==> config.mk <==
export PLATFORM = sky130hd
export DESIGN_NAME = simple_uart
export DESIGN_NICKNAME = d
export VERILOG_FILES = /design/src/rtl/simple_uart_pkg.sv /design/src/rtl/simple_uart_rx.sv /design/src/rtl/simple_uart.sv
export SDC_FILE = /design/constraint.sdc
export NUM_CORES = 1
export LEC_CHECK = 0
export BUFFER_PORTS_ARGS = -buffer_cell sky130_fd_sc_hd__buf_2
export CAP_MARGIN = 20
export CORE_ASPECT_RATIO = 0.75
export CORE_MARGIN = 2
export CORE_UTILIZATION = 64
export CTS_CLUSTER_DIAMETER = 40
export DETAILED_ROUTE_END_ITERATION = 10
export MAX_ROUTING_LAYER = met4
export PLACE_DENSITY = 0.87
export SLEW_MARGIN = 20
export SYNTH_ARGS = -nofsm -noshare
export SYNTH_HDL_FRONTEND = slang
export SYNTH_HIERARCHICAL = 1
export SYNTH_SLANG_ARGS = --single-unit
==> constraint.sdc <==
create_clock -name clk -period 9.86 [get_ports clk]
set_input_delay 0.986 -clock clk [delete_from_list [all_inputs] [get_ports clk]]
set_output_delay 0.986 -clock clk [all_outputs]
set_load 0.02 [all_outputs]
==> src/rtl/simple_uart_pkg.sv <==
// Shared constants, RX state encoding and the divider clamp for the console UART.
package simple_uart_pkg;

  localparam int          FRAME_BITS = 10;
  localparam int          DUMMY_BITS = 15;
  localparam logic [31:0] DIV_MIN    = 32'd2;

  typedef enum logic [1:0] {
    IDLE,
    START,
    DATA,
    STOP
  } rx_state_t;

  // Bit period actually used by both directions; tiny divisors are clamped.
  function automatic logic [31:0] eff_div(input logic [31:0] div);
    return (div < DIV_MIN) ? DIV_MIN : div;
  endfunction

endpackage

==> src/rtl/simple_uart_rx.sv <==
// RX path: input synchroniser, 8N1 deserialiser FSM and single-byte holding buffer.
//
// state | meaning
// IDLE  | line idle, waiting for a falling edge
// START | counting to mid start bit, rejecting glitches
// DATA  | sampling 8 data bits LSB first, one per bit period
// STOP  | sampling the stop bit; store byte only if it is 1
module simple_uart_rx
  import simple_uart_pkg::*;
(
  input  logic        clk,
  input  logic        rst,
  input  logic        ser_rx,
  input  logic [31:0] div,
  input  logic        re,
  output logic        rx_valid,
  output logic [7:0]  rx_data
);

  logic        sync1, sync2, sync_prev;
  rx_state_t   state, state_n;
  logic [31:0] cnt, cnt_n;
  logic [31:0] period;
  logic [2:0]  bit_idx, bit_idx_n;
  logic [7:0]  shift, shift_n;
  logic [7:0]  data_n;
  logic        valid_n;

  assign period = eff_div(div);

  always_ff @(posedge clk or posedge rst) begin
    if (rst) begin
      sync1     <= 1'b1;
      sync2     <= 1'b1;
      sync_prev <= 1'b1;
      state     <= IDLE;
      cnt       <= 32'd0;
      bit_idx   <= 3'd0;
      shift     <= 8'h00;
      rx_data   <= 8'h00;
      rx_valid  <= 1'b0;
    end else begin
      sync1     <= ser_rx;
      sync2     <= sync1;
      sync_prev <= sync2;
      state     <= state_n;
      cnt       <= cnt_n;
      bit_idx   <= bit_idx_n;
      shift     <= shift_n;
      rx_data   <= data_n;
      rx_valid  <= valid_n;
    end
  end

  // A byte completing in the same cycle as a read-acknowledge overrides the clear.
  always_comb begin
    state_n   = state;
    cnt_n     = cnt;
    bit_idx_n = bit_idx;
    shift_n   = shift;
    data_n    = rx_data;
    valid_n   = rx_valid && !re;
    case (state)
      IDLE: begin
        if (sync_prev && !sync2) begin
          state_n = START;
          cnt_n   = (period >> 1) - 32'd1;
        end
      end
      START: begin
        if (cnt == 32'd0) begin
          if (!sync2) begin
            state_n   = DATA;
            cnt_n     = period - 32'd1;
            bit_idx_n = 3'd0;
          end else begin
            state_n = IDLE;
          end
        end else begin
          cnt_n = cnt - 32'd1;
        end
      end
      DATA: begin
        if (cnt == 32'd0) begin
          shift_n = {sync2, shift[7:1]};
          cnt_n   = period - 32'd1;
          if (bit_idx == 3'd7) state_n = STOP;
          else bit_idx_n = bit_idx + 3'd1;
        end else begin
          cnt_n = cnt - 32'd1;
        end
      end
      STOP: begin
        if (cnt == 32'd0) begin
          state_n = IDLE;
          if (sync2) begin
            data_n  = shift;
            valid_n = 1'b1;
          end
        end else begin
          cnt_n = cnt - 32'd1;
        end
      end
      default: state_n = IDLE;
    endcase
  end

endmodule

==> src/rtl/simple_uart.sv <==
// Memory-mapped 8N1 console UART: divider register and TX shifter here, RX in simple_uart_rx.
module simple_uart
  import simple_uart_pkg::*;
#(
  parameter logic [31:0] DEFAULT_DIV = 32'd139
) (
  input  logic        clk,
  input  logic        resetn,
  output logic        ser_tx,
  input  logic        ser_rx,
  input  logic [3:0]  reg_div_we,
  input  logic [31:0] reg_div_di,
  output logic [31:0] reg_div_do,
  input  logic        reg_dat_we,
  input  logic        reg_dat_re,
  input  logic [31:0] reg_dat_di,
  output logic [31:0] reg_dat_do,
  output logic        reg_dat_wait
);

  logic [31:0] div_q, div_n;
  logic [31:0] tx_cnt;
  logic [9:0]  tx_sr;
  logic [3:0]  tx_bits;
  logic        tx_armed;
  logic        tx_busy, tx_accept;
  logic        rx_valid;
  logic [7:0]  rx_data;
  logic        unused_dat_hi;

  always_comb begin
    div_n = div_q;
    for (int i = 0; i < 4; i++)
      if (reg_div_we[i]) div_n[8*i +: 8] = reg_div_di[8*i +: 8];
  end

  // tx_armed forces the master to drop we before a second byte is taken.
  assign tx_busy      = (tx_bits != 4'd0);
  assign tx_accept    = reg_dat_we && !tx_busy && tx_armed;
  assign reg_dat_wait = reg_dat_we && tx_busy;
  assign ser_tx       = tx_sr[0];
  assign reg_div_do   = div_q;
  assign unused_dat_hi = ^reg_dat_di[31:8];

  always_ff @(posedge clk or posedge resetn) begin
    if (resetn) begin
      div_q    <= DEFAULT_DIV;
      tx_sr    <= '1;
      tx_bits  <= 4'(DUMMY_BITS);
      tx_cnt   <= eff_div(DEFAULT_DIV) - 32'd1;
      tx_armed <= 1'b1;
    end else begin
      div_q <= div_n;
      if (!reg_dat_we) tx_armed <= 1'b1;
      if (|reg_div_we) begin
        tx_sr   <= '1;
        tx_bits <= 4'(DUMMY_BITS);
        tx_cnt  <= eff_div(div_n) - 32'd1;
      end else if (tx_accept) begin
        tx_sr    <= {1'b1, reg_dat_di[7:0], 1'b0};
        tx_bits  <= 4'(FRAME_BITS);
        tx_cnt   <= eff_div(div_q) - 32'd1;
        tx_armed <= 1'b0;
      end else if (tx_busy) begin
        if (tx_cnt == 32'd0) begin
          tx_sr   <= {1'b1, tx_sr[9:1]};
          tx_bits <= tx_bits - 4'd1;
          tx_cnt  <= eff_div(div_q) - 32'd1;
        end else begin
          tx_cnt <= tx_cnt - 32'd1;
        end
      end
    end
  end

  simple_uart_rx u_rx (
    .clk      (clk),
    .rst      (resetn),
    .ser_rx   (ser_rx),
    .div      (div_q),
    .re       (reg_dat_re),
    .rx_valid (rx_valid),
    .rx_data  (rx_data)
  );

  assign reg_dat_do = rx_valid ? {24'h0, rx_data} : 32'h0000_0000;

endmodule

== Yosys cells after proc, flatten, opt, wreduce, memory -nomap -nowiden ==
Index checks and enable logic that the tools add are counted.

* $add $sub $neg: 7
* $lt $le $gt $ge: 2
* Equal/unequal tests: 13
* Multiplexer cells: 43
* Reductions and logical operators: 22

{| class="wikitable"
|+ Operators by type and width
! kind !! count
|-
| 32-bit two-way mux || 11
|-
| 32-bit one-hot mux with 4 select lines || 1
|-
| 32-bit by 1-bit subtractor with 32-bit output (second input constant) || 4
|-
| 32-bit zero test || 2
|-
| 32-bit by 2-bit < comparator with 1-bit output (second input constant) || 2
|-
| 10-bit two-way mux || 4
|-
| 8-bit two-way mux || 5
|-
| 31-bit by 1-bit subtractor with 32-bit output (second input constant) || 1
|-
| 4-bit two-way mux || 4
|-
| 2-bit two-way mux || 6
|-
| 3-bit two-way mux || 4
|-
| 2-bit by 1-bit inequality test with 1-bit output (second input constant) || 5
|-
| 5-bit AND reduction || 2
|-
| 2-bit one-hot mux with 4 select lines || 1
|-
| 1-bit two-way mux || 6
|-
| 2-bit inequality test (second input constant) || 3
|-
| 3-bit one-hot mux with 2 select lines || 1
|-
| 3-bit AND reduction || 2
|-
| 3-bit nonzero test || 2
|-
| 1-bit logical AND || 5
|-
| 2-bit equality test (second input constant) || 2
|-
| 2-bit AND reduction || 2
|-
| 4-bit nonzero test || 1
|-
| 4-bit OR reduction || 1
|-
| other kinds (8) || 10
|}

* Register bits: 136
* Output and inout bits: 66
* Logic and storage cells: 101

== Logic depth before layout (Yosys ltp) ==
Gate-level depths: netlist of the first run.

* Word-level depth: 7
* Gate-level depth with buffers: 15
* Depth with buffers taken out: 13

== By module ==
The synthesis of the first run kept the hierarchy.

{| class="wikitable"
|+ Modules (own cells, without submodules)
! module !! instances !! cells an instance !! area an instance (um^2) !! sequential area each (um^2)
|-
| simple_uart || 1 || 697 || 5804.3 || 1978.1
|-
| simple_uart_rx || 1 || 558 || 4657.0 || 1430.1
|}

== Least setup slack after synthesis of the first run ==
No wires, ideal clock.

* Kind: input to register
* Start point: input reg_div_we[2]
* End point: register tx_cnt[28]
* Arrival time: 3.915 ns
* Data required time: 9.734 ns
* Setup slack: 5.819 ns
* Stages on the path: 14
* Path buffers: 1
* Cells stage by stage: mux2i_1 -> inv_2 -> or4_4 -> nor4_2 -> nand2_1 -> nand2_1 -> ha_1 -> and2_1 -> clkbuf_1 -> nand4b_1 -> nor2_1 -> nand4_1 -> xnor2_1 -> a221o_1

* Word-level cells in the longest chain between the ends: 5
* Elaborated cells on any way between the ends: 7
* Those cells by class: 1 x add/sub; 1 x order compare; 3 x mux; 2 x reduce/logical

{| class="wikitable"
|+ RTL lines
! element !! line !! source
|-
| start, declared || simple_uart.sv:11 || <nowiki>input logic [3:0] reg_div_we,</nowiki>
|-
| 8-bit two-way mux (*) || simple_uart.sv:34 || <nowiki>if (reg_div_we[i]) div_n[8*i +: 8] = reg_div_di[8*i +: 8];</nowiki>
|-
| via div_n[23] || simple_uart.sv:21 || <nowiki>logic [31:0] div_q, div_n;</nowiki>
|-
| 32-bit by 2-bit < comparator with 1-bit output || simple_uart_pkg.sv:17 || <nowiki>return (div < DIV_MIN) ? DIV_MIN : div;</nowiki>
|-
| 32-bit two-way mux (*) || simple_uart_pkg.sv:17 ||
|-
| 32-bit by 1-bit subtractor with 32-bit output (*) || simple_uart.sv:58 || <nowiki>tx_cnt <= eff_div(div_n) - 32'd1;</nowiki>
|-
| 32-bit two-way mux (*) || simple_uart.sv:55 || <nowiki>if (|reg_div_we) begin</nowiki>
|-
| end signal, assigned || simple_uart.sv:58 ||
|-
| end signal, assigned || simple_uart.sv:62 || <nowiki>tx_cnt <= eff_div(div_q) - 32'd1;</nowiki>
|-
| end signal, assigned || simple_uart.sv:68 || <nowiki>tx_cnt <= eff_div(div_q) - 32'd1;</nowiki>
|-
| end, declared || simple_uart.sv:22 || <nowiki>logic [31:0] tx_cnt;</nowiki>
|}

Mark *: on every way through the listed nets, which the timed path passes. The rest lies on a longest branch.
A chain may end at the register's enable or synchronous reset.

== Final worst setup path of the first run ==
* Start point: register div_q[28], in the netlist reg_div_do[28]
* End point: register u_rx.cnt[18]

* Word-level cells in the longest chain between the ends: 6
* Elaborated cells on any way between the ends: 9
* Those cells by class: 2 x add/sub; 1 x order compare; 6 x mux

{| class="wikitable"
|+ RTL lines
! element !! line !! source
|-
| start, declared || simple_uart.sv:21 ||
|-
| start signal, assigned || simple_uart.sv:53 || <nowiki>div_q <= div_n;</nowiki>
|-
| 32-bit by 2-bit < comparator with 1-bit output (*) || simple_uart_pkg.sv:17 ||
|-
| 32-bit two-way mux (*) || simple_uart_pkg.sv:17 ||
|-
| 32-bit by 1-bit subtractor with 32-bit output || simple_uart_rx.sv:74, simple_uart_rx.sv:86 ||
|-
| 32-bit two-way mux || simple_uart_rx.sv:72 || <nowiki>if (!sync2) begin</nowiki>
|-
| 32-bit two-way mux || simple_uart_rx.sv:71 || <nowiki>if (cnt == 32'd0) begin</nowiki>
|-
| 32-bit one-hot mux with 4 select lines (*) || simple_uart_rx.sv:63 || <nowiki>case (state)</nowiki>
|-
| end signal, assigned || simple_uart_rx.sv:47 || <nowiki>cnt <= cnt_n;</nowiki>
|-
| end, declared || simple_uart_rx.sv:22 || <nowiki>logic [31:0] cnt, cnt_n;</nowiki>
|}

Mark *: on every way between the ends. The rest lies on a longest branch, timed or not. The select of a mux whose other input is x is not followed.

==> results.tsv, run 1 <==
metric	value	unit
outcome	completed	
row cnt	40	
Setup TNS Final	0	ns
WL final	32400	µm
synth warn	6	
# fillers	1249	
first-pass GRT wire length	50500	µm
commonest register cell after synthesis	dfrtp_1	
fin crit period	5.29	ns
Setup crit start kind	flip-flop	
crit path capture type	flip-flop	
Pwr Density	204	mW/mm²
worst path arrival time	5.66	ns
worst-margin pin slew	1.09	ns
Mapped Cells	1255	
Max Cap Viol	0	
GRT Total Usage	0.390	
#FFs+latches synth	135	
Post-Place Setup Slack	4.44	ns
Detailed Route Iter0 Violations	1524	
latest clock arrival within the worst-skew pair	0.44	ns
core area	0.0160	mm²
Root Driver	clkbuf_16	
full die area	0.0174	mm²
Initial Util	0.653	
final total power	2.35	mW
ANT cells	0	
share of layout cells above drive strength 1	0.173	
Final Setup Violations	0	
nets	1398	
Pleak	4.67	nW
Post-synth ARST share	1.00	
Worst Path Max Fanout	12	
Clock Tree Buf Depth	2	
IO Pins	139	
Max Clk Rate	189	MHz
CTS tree	built	
Synth top area share	0.266	
Mean Syn Cell Area	8.34	µm²
CTS Sinks	135	
antenna viol nets, final	0	
largest net degree at the start of global routing	79	
VDD IR max	131	µV
wire length per cell	21.2	µm
count leader, synth	nand2_1	
ratio of final minimum period to clock period	0.537	
gp weighted congestion	0.973	
Hold Fails Final Rpt	0	
top cells by area, synth	dfrtp_1 (27%), xnor2_1 (6.6%), dfstp_2 (6.0%)	
Die H	115	µm
top cells by count, synth	nand2_1 (127), dfrtp_1 (111), nor2_1 (105), xnor2_1 (79), a21oi_1 (66)	
crit path kind	flip-flop to flip-flop	
class of the worst hold path	flip-flop to flip-flop	
post-CTS sizing	0	
vias in the first global route	9373	
hold_buf cts	0	
Synth cell types	82	
via count	10400	
H-tree depth	4	
worst relative slew slack	0.274	
HPWL Detailed	22200	µm
vias per cell	6.77	
initial antenna violation count	0	
final setup skew	0.0124	ns
fin. max-slew vios	0	
data required time of the critical path	10.22	ns
sequential cell area fraction in the yosys report	0.326	
RSZ-0062 raised after global routing	false	
clock buffer count from CTS	17	
die width	152	µm
dominant cell type by area after synthesis	dfrtp_1	
Area Growth Syn to Fin	10.2	%
Port-buffer cells	90	
DRC viols	0	
total grt overflow	0	
number of synthesized flops with an enable pin	0	
post-route setup slack	4.57	ns
Reg clk slew, reported paths	0.06	ns
setup bufs post-CTS	0	
Netlist Area Pre-Place	0.0105	mm²
drt pass-1 iters	6	
path summary, 6_finish.rpt:
check | slack [ns] | endpoint | depth (start not counted) | startpoint
worst max-delay path | 4.57 | u_rx/cnt[18] | 12 | reg_div_do[28]
worst min-delay path | 0.36 | u_rx/sync2 | 0 | u_rx/sync1
worst max register to register | 4.57 | u_rx/cnt[18] | 12 | reg_div_do[28]
worst min register to register | 0.36 | u_rx/sync2 | 0 | u_rx/sync1
max in group asynchronous | 8.29 | reg_div_do[28] | 3 | resetn
min in group asynchronous | 0.77 | u_rx/cnt[5] | 3 | resetn
cell type report:
class | instances | area [µm²] | share of cell area
multi-input combinational | 1009 | 6550 | 0.568
sequential | 135 | 3410 | 0.296
timing repair buffer | 105 | 563 | 0.0488
clock buffer | 20 | 458 | 0.0397
tap | 210 | 263 | 0.0228
inverter | 39 | 148 | 0.0128
clock inverter | 12 | 143 | 0.0124
registers in the layout, summed over array words and instances, names as in the netlist, 3 cells and up, named ones only:
register,cells
reg_div_do,32
tx_bits,4
tx_cnt,32
tx_sr,9
u_rx/bit_idx,3
u_rx/cnt,32
u_rx/rx_data,8
u_rx/shift,8
routing by layer:
| metal | up-vias | global-route usage | wire length (µm) |
|---|---|---|---|
| li1 | 4621 | - | - |
| met5 | - | - | 0 |
| met1 | 4900 | 0.553 | 13400 |
| met2 | 748 | 0.558 | 13900 |
| met4 | 0 | 0.118 | 816 |
| met3 | 95 | 0.0873 | 4310 |
cell usage in the layout (no fill, tap or decap), types with 36 or more instances in the layout:
cell / count
inv_1: 36
buf_2: 90
xnor2_1: 79
nand2_1: 127
a21oi_1: 65
nand3_1: 52
nor3_1: 60
nor2_1: 104
xor2_1: 55
o21ai_0: 54
dfrtp_1: 111
power breakdown:
group / switching (mW) / total (mW) / leakage, nW / internal [mW]
combinational: 0.511 / 0.860 / 2.77 / 0.349
clock: 0.271 / 0.662 / 0.291 / 0.391
sequential: 0.163 / 0.824 / 1.61 / 0.661
total: 0.946 / 2.35 / 4.67 / 1.40
worst max-delay path: stages, from the launching register on:
cell     delay, ns
dfrtp_1       0.54
nor4_1        0.80
nand4_1       0.51
or2_2         0.48
o21ai_0       0.28
ha_1          0.25
nor3b_1       0.71
nand4_1       0.44
nor4b_1       0.49
xor2_1        0.23
a31oi_1       0.11
a22o_1        0.26
o21ai_1       0.12
stage by stage:
step                hold WS (ns)   util  std cells  instance area (µm²)
finish                     0.360  0.720       1530                11500
floorplan                  0.345      -       1278                10500
CTS                        0.357  0.719       1530                11500
global route               0.363  0.720       1530                11500
detailed placement         0.348  0.681       1498                10900
global placement           0.345  0.681       1498                10900
kinds of logic after synthesis:
kind of cell | after synthesis | share of synthesized area
AO/OA/AOI/OAI | 275 | 0.177
other | 1 | 0.000358
multiplexers | 50 | 0.0517
buffers and inverters | 134 | 0.0604
flip-flops | 135 | 0.326
XOR/XNOR | 134 | 0.112
adder cells (fa/ha/maj) | 18 | 0.0215
AND/OR/NAND/NOR | 508 | 0.251
Power figures use the tool's default switching activity.
==> run 2: changes to the inputs <==
Settings changed: CORE_UTILIZATION 64 to 59, PLACE_DENSITY 0.87 to 0.81.
Clock period 9.86 ns to 5 ns, I/O delays scaled along.
==> run 2 against run 1 <==
Combinational power up 100%. Sequential cell count unchanged. First-iteration DRC count down 9.6%. Worst setup slack worse by 4.1 ns. Routed wire length up 0.50%. Via count up 1.3%. Maximum frequency up 16%. Utilization down 5.3 points. Power up 96%. Non-clock buffer count up 18. Cell count up 3.3%. Sequential power up 94%. Critical endpoint is now u_rx/cnt[24]. Largest power group unchanged.
==> results.tsv, run 2 (synthesis gave the netlist of run 1 again) <==
metric	value	unit	change
outcome	completed		
worst path arrival time	4.87	ns	-0.79 ns
post-CTS sizing	0		unchanged
Pleak	4.74	nW	+1.5%
# fillers	1466		+17%
Setup crit start kind	flip-flop		
fin. max-slew vios	0		unchanged
latest clock arrival within the worst-skew pair	0.43	ns	about the same
ratio of final minimum period to clock period	0.911		+0.374
final core utilization	0.667		-0.0525
GRT Total Usage	0.357		-0.0326
Worst Path Max Fanout	12		unchanged
antenna viol nets, final	0		unchanged
post-route setup slack	0.446	ns	-4.12 ns
hold_buf cts	0		unchanged
WL final	32600	µm	+0.50%
Detailed Route Iter0 Violations	1378		-9.6%
wire length per cell	20.6	µm	-2.7%
vias in the first global route	9668		+3.1%
Hold Fails Final Rpt	0		unchanged
Root Driver	clkbuf_16		
drt pass-1 iters	6		unchanged
crit path kind	flip-flop to flip-flop		
Reg clk slew, reported paths	0.07	ns	about the same
ANT cells	0		unchanged
total grt overflow	0		unchanged
clock buffer count from CTS	17		unchanged
VDD IR max	303	µV	+130%
Initial Util	0.598		-0.0554
Setup TNS Final	0	ns	unchanged
crit path capture type	flip-flop		
commonest non-fill, non-tap cell in the layout	nand2_1		
H-tree depth	4		unchanged
first-pass GRT wire length	51200	µm	+1.4%
fin crit period	4.55	ns	-0.741 ns
Pwr Density	393	mW/mm²	+93%
via count	10500		+1.3%
Die H	119	µm	+4.0%
Max Clk Rate	220	MHz	+16%
Port-buffer cells	90		unchanged
vias per cell	6.64		-1.9%
nets	1416		+1.3%
share of layout cells above drive strength 1	0.184		+0.0111
Area Growth Syn to Fin	11.6	%	
setup bufs post-CTS	0		unchanged
row cnt	42		+5.0%
CTS tree	built		
full die area	0.0188	mm²	+8.2%
gp weighted congestion	1.00		+2.9%
class of the worst hold path	input port to async pin		
core area	0.0175	mm²	+9.3%
commonest cells after routing, fill and taps aside	nand2_1 (127), dfrtp_1 (111), nor2_1 (104), buf_2 (90), xnor2_1 (79)		
final total power	4.59	mW	+96%
DRC viols	0		unchanged
initial antenna violation count	0		unchanged
data required time of the critical path	5.32	ns	-4.90 ns
IO Pins	139		unchanged
hold_ws	0.149	ns	-0.211 ns
die width	158	µm	+4.0%
Post-Place Setup Slack	0.755	ns	-3.68 ns
worst relative slew slack	0.232		-0.0424
final setup skew	0.0119	ns	-0.000450 ns
RSZ-0062 raised after global routing	false		
Max Cap Viol	0		unchanged
Clock Tree Buf Depth	2		unchanged
largest net degree at the start of global routing	58		-27%
HPWL Detailed	22800	µm	+2.7%
CTS Sinks	135		unchanged
worst-margin pin slew	1.15	ns	+0.0659 ns
Final Setup Violations	0		unchanged
==> run 2: final timing paths <==
path                       slack, ns              to      startpoint  depth (start not counted)
max                             0.45    u_rx/cnt[24]  reg_div_do[28]                         14
min                             0.15       tx_cnt[4]          resetn                          2
max reg2reg                     0.45    u_rx/cnt[24]  reg_div_do[28]                         14
min reg2reg                     0.36      u_rx/sync2      u_rx/sync1                          0
max in group asynchronous       3.85  reg_div_do[27]          resetn                          3
min in group clk                0.17      u_rx/sync1          ser_rx                          1
==> run 2: cell type report <==
cell class              count  area (µm²)  area share
multi-input cells        1009        6540       0.560
flip-flops and latches    135        3410       0.292
repair buffers            123         698      0.0598
clock buffers              19         433      0.0371
well taps                 242         303      0.0259
clock inverters            13         149      0.0128
inverters                  39         148      0.0126
==> run 2: worst max-delay path, cell delays in order (launching register included) <==
cell and delay [ns]:
dfrtp_1 0.53, nor4_1 0.78, nand4_1 0.18, buf_4 0.21
or2_2 0.32, o21ai_0 0.32, ha_1 0.24, nor3b_1 0.32
buf_4 0.21, and3_1 0.30, nand2_1 0.10, nor4_1 0.31
xor2_1 0.13, a221o_1 0.32, a22o_1 0.18
==> run 2: power by group <==
part	switching [mW]	internal [mW]	total, mW
sequential	0.294	1.30	1.60
clock	0.530	0.740	1.27
combinational	1.03	0.695	1.73
==> run 2: stage by stage <==
stage          instances  cell area, µm²
6_report            1580           11700
4_1_cts             1580           11700
3_3_place_gp        1548           11100
5_1_grt             1580           11700
3_5_place_dp        1548           11100
2_1_floorplan       1278           10500
==> run 2: metal layers <==
metal,part of all wire,GRT usage
met5,0,-
met4,0.020,0.0938
met3,0.12,0.0870
met2,0.43,0.509
met1,0.43,0.508
==> run 3: changes to the inputs <==
==> constraint.sdc (replaced) <==
create_clock -name clk -period 5 [get_ports clk]
set_input_delay 0.25 -clock clk [delete_from_list [all_inputs] [get_ports clk]]
set_output_delay 0.25 -clock clk [all_outputs]
set_load 0.02 [all_outputs]
==> run 3 against run 2 <==
Maximum frequency shrank 4.2%. Sequential cell count is the same. Clock skew shrank 0.0022 ns. Utilization grew 0.36 points. Combinational power is essentially flat. Sequential power is essentially flat. Die area is the same.
==> results.tsv, run 3 (synthesis gave the netlist of run 1 again) <==
metric	value	unit	change
Pleak	4.78	nW	+0.83%
class of the worst hold path	input port to flip-flop		
Reg clk slew, reported paths	0.07	ns	about the same
wire length per cell	20.3	µm	-1.5%
Die H	119	µm	unchanged
ratio of final minimum period to clock period	0.951		+0.0399
VDD IR max	338	µV	+12%
vias per cell	6.48		-2.5%
final setup skew	0.00979	ns	-0.00216 ns
Setup crit start kind	flip-flop		
# fillers	1473		+0.48%
sw frac	0.405		+0.00137
final total power	4.62	mW	+0.57%
RSZ-0062 raised after global routing	false		
crit path kind	flip-flop to flip-flop		
CTS tree	built		
die width	158	µm	unchanged
HPWL Detailed	22900	µm	+0.39%
sequential power share	0.342		-0.006
commonest cells after routing, fill and taps aside	nand2_1 (127), dfrtp_1 (111), nor2_1 (104), buf_2 (90), xnor2_1 (79)		
latest clock arrival within the worst-skew pair	0.44	ns	about the same
via count	10300		-2.1%
Finished Layout Cells	1586		+0.38%
Root Driver	clkbuf_16		
initial antenna violation count	0		unchanged
Setup TNS Final	0	ns	unchanged
Area Growth Syn to Fin	12.2	%	
full die area	0.0188	mm²	unchanged
Max Cap Viol	0		unchanged
WL final	32200	µm	-1.2%
Initial Util	0.598		unchanged
Clock Tree Buf Depth	2		unchanged
post-CTS sizing	0		unchanged
row cnt	42		unchanged
fin crit period	4.75	ns	+0.200 ns
Final Cell Area	0.0117	mm²	+0.55%
worst path arrival time	5.12	ns	+0.25 ns
ANT cells	0		unchanged
vias in the first global route	9313		-3.7%
hold_ws	0.0604	ns	-0.0882 ns
Worst Path Max Fanout	12		unchanged
switching pwr	1.87	mW	+0.91%
worst-margin pin slew	1.15	ns	-0.00647 ns
Placed Area	0.0111	mm²	+0.14%
data required time of the critical path	5.36	ns	+0.04 ns
total grt overflow	0		unchanged
worst relative slew slack	0.236		+0.00432
Hold Fails Final Rpt	0		unchanged
DRC viols	0		unchanged
Placed Cells	1550		+0.13%
antenna viol nets, final	0		unchanged
CTS Sinks	135		unchanged
gp weighted congestion	0.982		-2.0%
clock share of power	0.281		+0.005
clock buffer count from CTS	17		unchanged
H-tree depth	4		unchanged
core area	0.0175	mm²	unchanged
largest net degree at the start of global routing	58		unchanged
power share of the combinational group	0.377		about the same
register area	0.00341	mm²	unchanged
Max Clk Rate	210	MHz	-4.2%
Port-buffer cells	90		unchanged
Pwr Density	394	mW/mm²	about the same
share of layout cells above drive strength 1	0.185		+0.00141
fin. max-slew vios	0		unchanged
GRT Total Usage	0.357		about the same
first-pass GRT wire length	50800	µm	-0.81%
nets	1422		+0.42%
multi-input combinational cell area	0.00654	mm²	unchanged
outcome	completed		
Detailed Route Iter0 Violations	1336		-3.0%
crit path capture type	flip-flop		
Int Pwr	2.75	mW	+0.34%
commonest non-fill, non-tap cell in the layout	nand2_1		
IO Pins	139		unchanged
Final Setup Violations	0		unchanged
drt pass-1 iters	6		unchanged
## run 3: area by class of cell
cell class	count	area share
multi-input combinational	1009	0.557
sequential	135	0.290
timing repair buffer	129	0.0642
clock buffer	17	0.0362
tap	242	0.0258
clock inverter	15	0.0141
inverter	39	0.0126
## run 3: worst paths after layout
check	from	end	slack, ns	depth (start not counted)
max in group asynchronous	resetn	reg_div_do[26]	3.51	4
worst min register to register	u_rx/sync1	u_rx/sync2	0.36	0
worst min-delay path	reg_dat_di[7]	tx_sr[8]	0.06	2
min in group asynchronous	resetn	reg_div_do[10]	0.42	3
worst max-delay path	reg_div_do[28]	u_rx/cnt[18]	0.25	13
worst max register to register	reg_div_do[28]	u_rx/cnt[18]	0.25	13
## run 3: power groups by stage
stage               Combinational (mW)  Clock [mW]  Sequential, mW
CTS                               1.70        1.30            1.57
detailed placement                1.67           0            1.59
floorplan                         1.29           0            1.55
global placement                  1.62           0            1.57
global route                      1.89        1.35            1.61
finish                            1.74        1.30            1.58
## run 3: what timing repair did
item | 4_1_cts | 5_1_grt
hold buffers | 4 | 0
setup buffers | 0 | 0
endpoints found under the hold margin | 25 | 0
## run 3: critical path: stages (launching register included)
cell and delay, ns:
dfrtp_1 0.52, nor4_1 0.81, nand4_1 0.45, or2_2 0.44, o21ai_0 0.25, ha_1 0.23
nor3b_1 0.23, buf_4 0.20, nand4_1 0.32, nor4b_1 0.55, xor2_1 0.21, a31oi_1 0.10
a22o_1 0.26, o21ai_1 0.10
## run 3: per-layer routing
layer | share of wire | global-route usage | vias up
li1 | - | - | 4661
met1 | 0.43 | 0.518 | 4885
met2 | 0.42 | 0.488 | 648
met3 | 0.12 | 0.101 | 78
met4 | 0.021 | 0.0898 | 0
met5 | 0 | - | -
## run 3: through the flow
stage / util / setup WS (ns)
6_report: 0.671 / 0.246
5_1_grt: 0.671 / 0.0159
4_1_cts: 0.670 / 0.473
3_5_place_dp: 0.634 / 0.496
3_3_place_gp: 0.634 / 0.765
2_1_floorplan: - / 1.15
